## config.mk

```make
export PLATFORM = sky130hd
export DESIGN_NAME = video_timing_gen
export DESIGN_NICKNAME = d
export VERILOG_FILES = /design/src/rtl/video_timing_gen.sv
export SDC_FILE = /design/constraint.sdc
export NUM_CORES = 1
export LEC_CHECK = 0
export CELL_PAD_IN_SITES_DETAIL_PLACEMENT = 1
export CELL_PAD_IN_SITES_GLOBAL_PLACEMENT = 2
export CORE_MARGIN = 3
export CORE_UTILIZATION = 25
export CTS_CLUSTER_SIZE = 14
export DETAILED_ROUTE_END_ITERATION = 8
export MAX_ROUTING_LAYER = met4
export PLACE_DENSITY_LB_ADDON = 0.1
export SLEW_MARGIN = 20
export SYNTH_ARGS = -nofsm -noshare
export SYNTH_HDL_FRONTEND = slang
export SYNTH_SLANG_ARGS = --single-unit
```

## constraint.sdc

```tcl
create_clock -name Clock -period 6.75 [get_ports Clock]
set_input_delay 1.35 -clock Clock [delete_from_list [all_inputs] [get_ports Clock]]
set_output_delay 1.35 -clock Clock [all_outputs]
set_load 0.02 [all_outputs]
```

## src/rtl/video_timing_gen.sv

```systemverilog
// rtl/video_timing_gen.sv - parametrised raster timing generator with delayed video syncs
//
// Ports:
//   Clock       pixel clock
//   Reset       synchronous reset, active-high
//   Enable      1 = run raster, 0 = hold at frame start
//   Base_Addr   framebuffer base, captured at frame start
//   Pix_X/Y     current h/v count (straight from the counter registers)
//   Pix_Valid   current position is inside the active area
//   Pix_Addr    framebuffer address of (Pix_X, Pix_Y), 0 outside active area
//   Sof         one-cycle pulse at (0,0)
//   Line_End    one-cycle pulse at the last active pixel of an active line
//   Frame_Count completed-frame counter
//   De/Hsync/Vsync  video controls delayed by PIPE_DELAY cycles
module video_timing_gen #(
  parameter int H_ACTIVE   = 640,
  parameter int H_FP       = 16,
  parameter int H_SYNC     = 96,
  parameter int H_BP       = 48,
  parameter int V_ACTIVE   = 480,
  parameter int V_FP       = 10,
  parameter int V_SYNC     = 2,
  parameter int V_BP       = 33,
  parameter int HSYNC_POL  = 0,
  parameter int VSYNC_POL  = 0,
  parameter int X_W        = 10,
  parameter int Y_W        = 10,
  parameter int ADDR_W     = 19,
  parameter int STRIDE     = 640,
  parameter int PIPE_DELAY = 2,
  parameter int FC_W       = 16
) (
  input  logic              Clock,
  input  logic              Reset,
  input  logic              Enable,
  input  logic [ADDR_W-1:0] Base_Addr,
  output logic [X_W-1:0]    Pix_X,
  output logic [Y_W-1:0]    Pix_Y,
  output logic              Pix_Valid,
  output logic [ADDR_W-1:0] Pix_Addr,
  output logic              Sof,
  output logic              Line_End,
  output logic [FC_W-1:0]   Frame_Count,
  output logic              De,
  output logic              Hsync,
  output logic              Vsync
);

  localparam int H_TOTAL = H_ACTIVE + H_FP + H_SYNC + H_BP;
  localparam int V_TOTAL = V_ACTIVE + V_FP + V_SYNC + V_BP;

  localparam logic [X_W-1:0]    H_LAST    = X_W'(H_TOTAL - 1);
  localparam logic [X_W-1:0]    H_ACT     = X_W'(H_ACTIVE);
  localparam logic [X_W-1:0]    H_ACT_END = X_W'(H_ACTIVE - 1);
  localparam logic [X_W-1:0]    HS_START  = X_W'(H_ACTIVE + H_FP);
  localparam logic [X_W-1:0]    HS_END    = X_W'(H_ACTIVE + H_FP + H_SYNC);
  localparam logic [Y_W-1:0]    V_LAST    = Y_W'(V_TOTAL - 1);
  localparam logic [Y_W-1:0]    V_ACT     = Y_W'(V_ACTIVE);
  localparam logic [Y_W-1:0]    VS_START  = Y_W'(V_ACTIVE + V_FP);
  localparam logic [Y_W-1:0]    VS_END    = Y_W'(V_ACTIVE + V_FP + V_SYNC);
  localparam logic [ADDR_W-1:0] STRIDE_A  = ADDR_W'(STRIDE);

  logic [X_W-1:0]    h_q, h_d;
  logic [Y_W-1:0]    v_q, v_d;
  logic [ADDR_W-1:0] line_base_q, line_base_d;
  logic [FC_W-1:0]   fc_q, fc_d;
  // Set while the raster is parked: the next running cycle is a fresh frame
  // start and must take Base_Addr live, since no wrap edge has loaded it.
  logic              held_q, held_d;

  logic              run;
  logic              at_h_last;
  logic              at_v_last;
  logic [ADDR_W-1:0] addr_base;
  logic              raw_de;
  logic              raw_hs;
  logic              raw_vs;
  logic [2:0]        raw_sig;
  logic [2:0]        dly_sig;

  always_comb begin
    run       = Enable & ~Reset;
    at_h_last = (h_q == H_LAST);
    at_v_last = (v_q == V_LAST);
    // line_base_q doubles as the per-frame shadow of Base_Addr.
    addr_base = held_q ? Base_Addr : line_base_q;

    h_d         = h_q;
    v_d         = v_q;
    line_base_d = line_base_q;
    held_d      = held_q;
    fc_d        = fc_q;

    if (!run) begin
      h_d         = '0;
      v_d         = '0;
      line_base_d = '0;
      held_d      = 1'b1;
      if (Reset) begin
        fc_d = '0;
      end
    end else begin
      held_d = 1'b0;
      if (at_h_last) begin
        h_d = '0;
        if (at_v_last) begin
          v_d         = '0;
          line_base_d = Base_Addr;
          fc_d        = fc_q + 1'b1;
        end else begin
          v_d         = v_q + 1'b1;
          line_base_d = addr_base + STRIDE_A;
        end
      end else begin
        h_d         = h_q + 1'b1;
        line_base_d = addr_base;
      end
    end
  end

  always_ff @(posedge Clock) begin
    if (Reset) begin
      h_q         <= '0;
      v_q         <= '0;
      line_base_q <= '0;
      fc_q        <= '0;
      held_q      <= 1'b1;
    end else begin
      h_q         <= h_d;
      v_q         <= v_d;
      line_base_q <= line_base_d;
      fc_q        <= fc_d;
      held_q      <= held_d;
    end
  end

  always_comb begin
    raw_de  = run && (h_q < H_ACT) && (v_q < V_ACT);
    raw_hs  = run && (h_q >= HS_START) && (h_q < HS_END);
    raw_vs  = run && (v_q >= VS_START) && (v_q < VS_END);
    raw_sig = {raw_vs, raw_hs, raw_de};
  end

  assign Pix_X       = h_q;
  assign Pix_Y       = v_q;
  assign Pix_Valid   = raw_de;
  assign Pix_Addr    = raw_de ? (addr_base + ADDR_W'(h_q)) : '0;
  assign Sof         = run && (h_q == '0) && (v_q == '0);
  assign Line_End    = run && (h_q == H_ACT_END) && (v_q < V_ACT);
  assign Frame_Count = fc_q;

  // Control delay line, stored active-high; polarity applied at the pins.
  if (PIPE_DELAY == 0) begin : g_nodelay
    assign dly_sig = raw_sig;
  end else begin : g_delay
    logic [2:0] pipe_q [PIPE_DELAY];
    logic [2:0] pipe_d [PIPE_DELAY];

    always_comb begin
      for (int i = 0; i < PIPE_DELAY; i++) begin
        pipe_d[i] = '0;
      end
      if (run) begin
        pipe_d[0] = raw_sig;
        for (int i = 1; i < PIPE_DELAY; i++) begin
          pipe_d[i] = pipe_q[i-1];
        end
      end
    end

    always_ff @(posedge Clock) begin
      if (Reset) begin
        for (int i = 0; i < PIPE_DELAY; i++) begin
          pipe_q[i] <= '0;
        end
      end else begin
        for (int i = 0; i < PIPE_DELAY; i++) begin
          pipe_q[i] <= pipe_d[i];
        end
      end
    end

    assign dly_sig = pipe_q[PIPE_DELAY-1];
  end

  assign De    = dly_sig[0];
  assign Hsync = (HSYNC_POL != 0) ? dly_sig[1] : ~dly_sig[1];
  assign Vsync = (VSYNC_POL != 0) ? dly_sig[2] : ~dly_sig[2];

endmodule

```

==> reports/results.ini <==
[logic_synthesis]
seq_area_frac_synth_pct=31.02
synth.area.top_cells=dfxtp_1, ha_1, mux2_2
syn_area_um2=4001
ys_types=61
synth_edf_count=0
syn_inst=486
yosysMostFrequentCell=dfxtp_1
async_reset_ff_share_pct=0
yosys_warnings=0
syn_avg_cell_area_um2=8.233
syn_nets=526
ys.flop_type=dfxtp_1
synth_seq_cells=62
synth_top_cell_by_area=dfxtp_1
synth_top_area_share_pct=31.02
synth_common_cells=dfxtp_1, nand2_1, nor2_1

[sta]
setup_viol=0
finalCriticalPeriod_ps=6288
worst_pin_slew_ps=725.3
finClkSkew_ps=7.227
tns_ps=0
min_period_over_period_pct=93.15
slew_headroom_pct=51.24
max_freq_ghz=0.1590
rsz0062_at_grt=false
hold_viol=0
slew_viol_final=0

[grt]
grt-ovfl-total=0
grt_pass1_vias=4151
grt_pass1_wl_um=22840
grtUsageTotal_pct=16.67
grt_max_degree=32
antenna_found_initial=0

[worst_setup_path]
path_cells=clkdlybuf4s50_1 > mux2_2 > ha_1 > fa_1 > a211oi_1 > nor3_1 > nor4_2 > nor3_1 > nor3b_1 > clkdlybuf4s50_1
r2r_slack_ps=3950
crit_arrival_ps=4940
rr_startpoint=Pix_X[1]$_SDFF_PP0_
r2r-end=Frame_Count[0]$_SDFFE_PP0P_
cp-start-kind=primary input
critical_path.max_stage_delay_ps=640
crit_fanout=8
critPathKind=primary input to output pin
ff2ff_path_depth=7
worst_setup_path_end_kind=output pin
required_ps=5400
slowest_stage=nor4_2

[routing]
wl_um=14050
wire_per_inst_um=18.01
detail-route-antenna-nets=0
vias=3982
wl_met2_um=6593
drc_errors=0
wl_met1_um=6935
wl_met3_um=332
drt_iter0_markers=177
drt_pre_antenna_iters=4
viasPerCell=5.105
highest_layer=met4

[floorplanning]
initial_utilization_pct=25.94
rows=45
die-width_um=132.5
die-area_um2=17560
die_h_um=132.5
core_area_um2=15430
io_pins=83

[clock_tree]
root_buffer=clkbuf_16
clockBufferDepth=2
numCtsBuffers=9
h-tree-depth=3
cts.sinks=62
hold_buffers=0
clkTransAtPathRegs_ps=50
post_cts_buffers=0
postCtsResizedCells=0
clk_latency_ps=340
cts_tree=done

[layout]
regArea_um2=1241
antenna_cells=0
layout.nets=604
syn_to_final_growth_pct=32.30
multi_input_area_um2=2595
fill_cells=1839
final_cells=780
drive_gt1_share_pct=8.963

[placement]
port_buffers=82
hpwlAfterDp_um=10290
gp_congestion=0.8102
dp_cells=764

[power]
ir_drop_mv=0.1168
power.leakage_nw=1.873
powerDensity_nw_per_um2=172.9
p_total_mw=0.9155

[run_status]
status=finished, final reports clean

[hold_path]
hp-class=flop to flop
min_to=g_delay.pipe_q[0][3]$_SDFF_PP0_
whs_path_depth=1
min_from=g_delay.pipe_q[0][0]$_SDFF_PP0_

[run]
cap_violations=0

routing by layer:
| layer | global-route usage (%) | vias to the layer above |
|---|---|---|
| met4 | 4.850 | 0 |
| met2 | 26.74 | 61 |
| met5 | - | - |
| met1 | 21.68 | 1965 |
| li1 | - | 1942 |
| met3 | 2.738 | 14 |
power by group:
part	total, mW	leakage, nW	internal (mW)	switching [mW]
clock	0.424	0.130	0.247	0.177
sequential	0.376	0.503	0.372	0.00422
combinational	0.115	1.24	0.0508	0.0645
registers in the layout, indices dropped and copies added, names as in the netlist:
signal	count
Frame_Count	16
Pix_X	10
Pix_Y	10
g_delay.pipe_q	6
held_q	1
line_base_q	19
how the worst max path moves through the flow:
stage	start	to	slack (ps)	depth (start not counted)
3_3_place_gp	Base_Addr[0]	Pix_Addr[14]	530	10
6_report	Base_Addr[0]	Pix_Addr[14]	460	10
4_1_cts	Base_Addr[0]	Pix_Addr[14]	460	10
5_1_grt	Base_Addr[0]	Pix_Addr[14]	70	10
3_5_place_dp	Base_Addr[0]	Pix_Addr[14]	480	10
2_1_floorplan	Base_Addr[0]	Pix_Addr[14]	1590	8
worst max-delay path, delay by kind of cell:
family | cells | cell delay, ps
compound gates | 1 | 440
buf+inv | 2 | 1050
simple gates | 4 | 1160
fa+ha+maj | 2 | 650
mux | 1 | 280
cell usage in the layout (no fill, tap or decap), types with 6 or more instances in the layout:
| master | count |
|---|---|
| a21oi_1 | 28 |
| a21o_1 | 7 |
| and3_1 | 8 |
| xor2_1 | 18 |
| dfxtp_1 | 62 |
| inv_1 | 13 |
| o21ai_0 | 24 |
| mux2_2 | 17 |
| o211ai_1 | 6 |
| clkbuf_16 | 9 |
| nand4_1 | 24 |
| mux2i_1 | 10 |
| buf_4 | 8 |
| nor3_1 | 16 |
| clkdlybuf4s50_1 | 82 |
| or4_1 | 7 |
| a211oi_1 | 8 |
| o31ai_1 | 6 |
| nand2_1 | 46 |
| xnor2_1 | 12 |
| ha_1 | 17 |
| nand3_1 | 24 |
| nor2_1 | 43 |
| a22o_1 | 7 |
layout make-up:
type                    instances  share of cell area [%]
clock buffers                  12                   4.467
clock inverters                 4                  0.4491
inverters                      14                  0.9927
multi-input cells             387                   49.02
flip-flops and latches         62                   23.45
well taps                     211                   4.987
repair buffers                 90                   16.64
logic make-up (layout without fill, tap and decap cells):
group           Yosys count  count (layout)  share of synthesized area, %
compound gates          101             101                         15.92
xor+xnor                 30              30                         6.567
fa+ha+maj                18              18                         5.816
buf+inv                  37             120                         4.128
flops                    62              62                         31.02
mux                      27              27                         7.286
simple gates            211             211                         29.27
through the flow:
step	utilization [%]	area [um2]	worst slack, ps	hold slack, ps
2_1_floorplan	-	4001	1589	405.7
3_3_place_gp	32.63	5034	530.8	413.3
3_5_place_dp	32.63	5034	479.5	418.4
4_1_cts	34.31	5294	460.1	430.2
5_1_grt	34.31	5294	69.79	456.1
6_report	34.31	5294	462.4	423.0
Power figures use the tool's default switching activity.
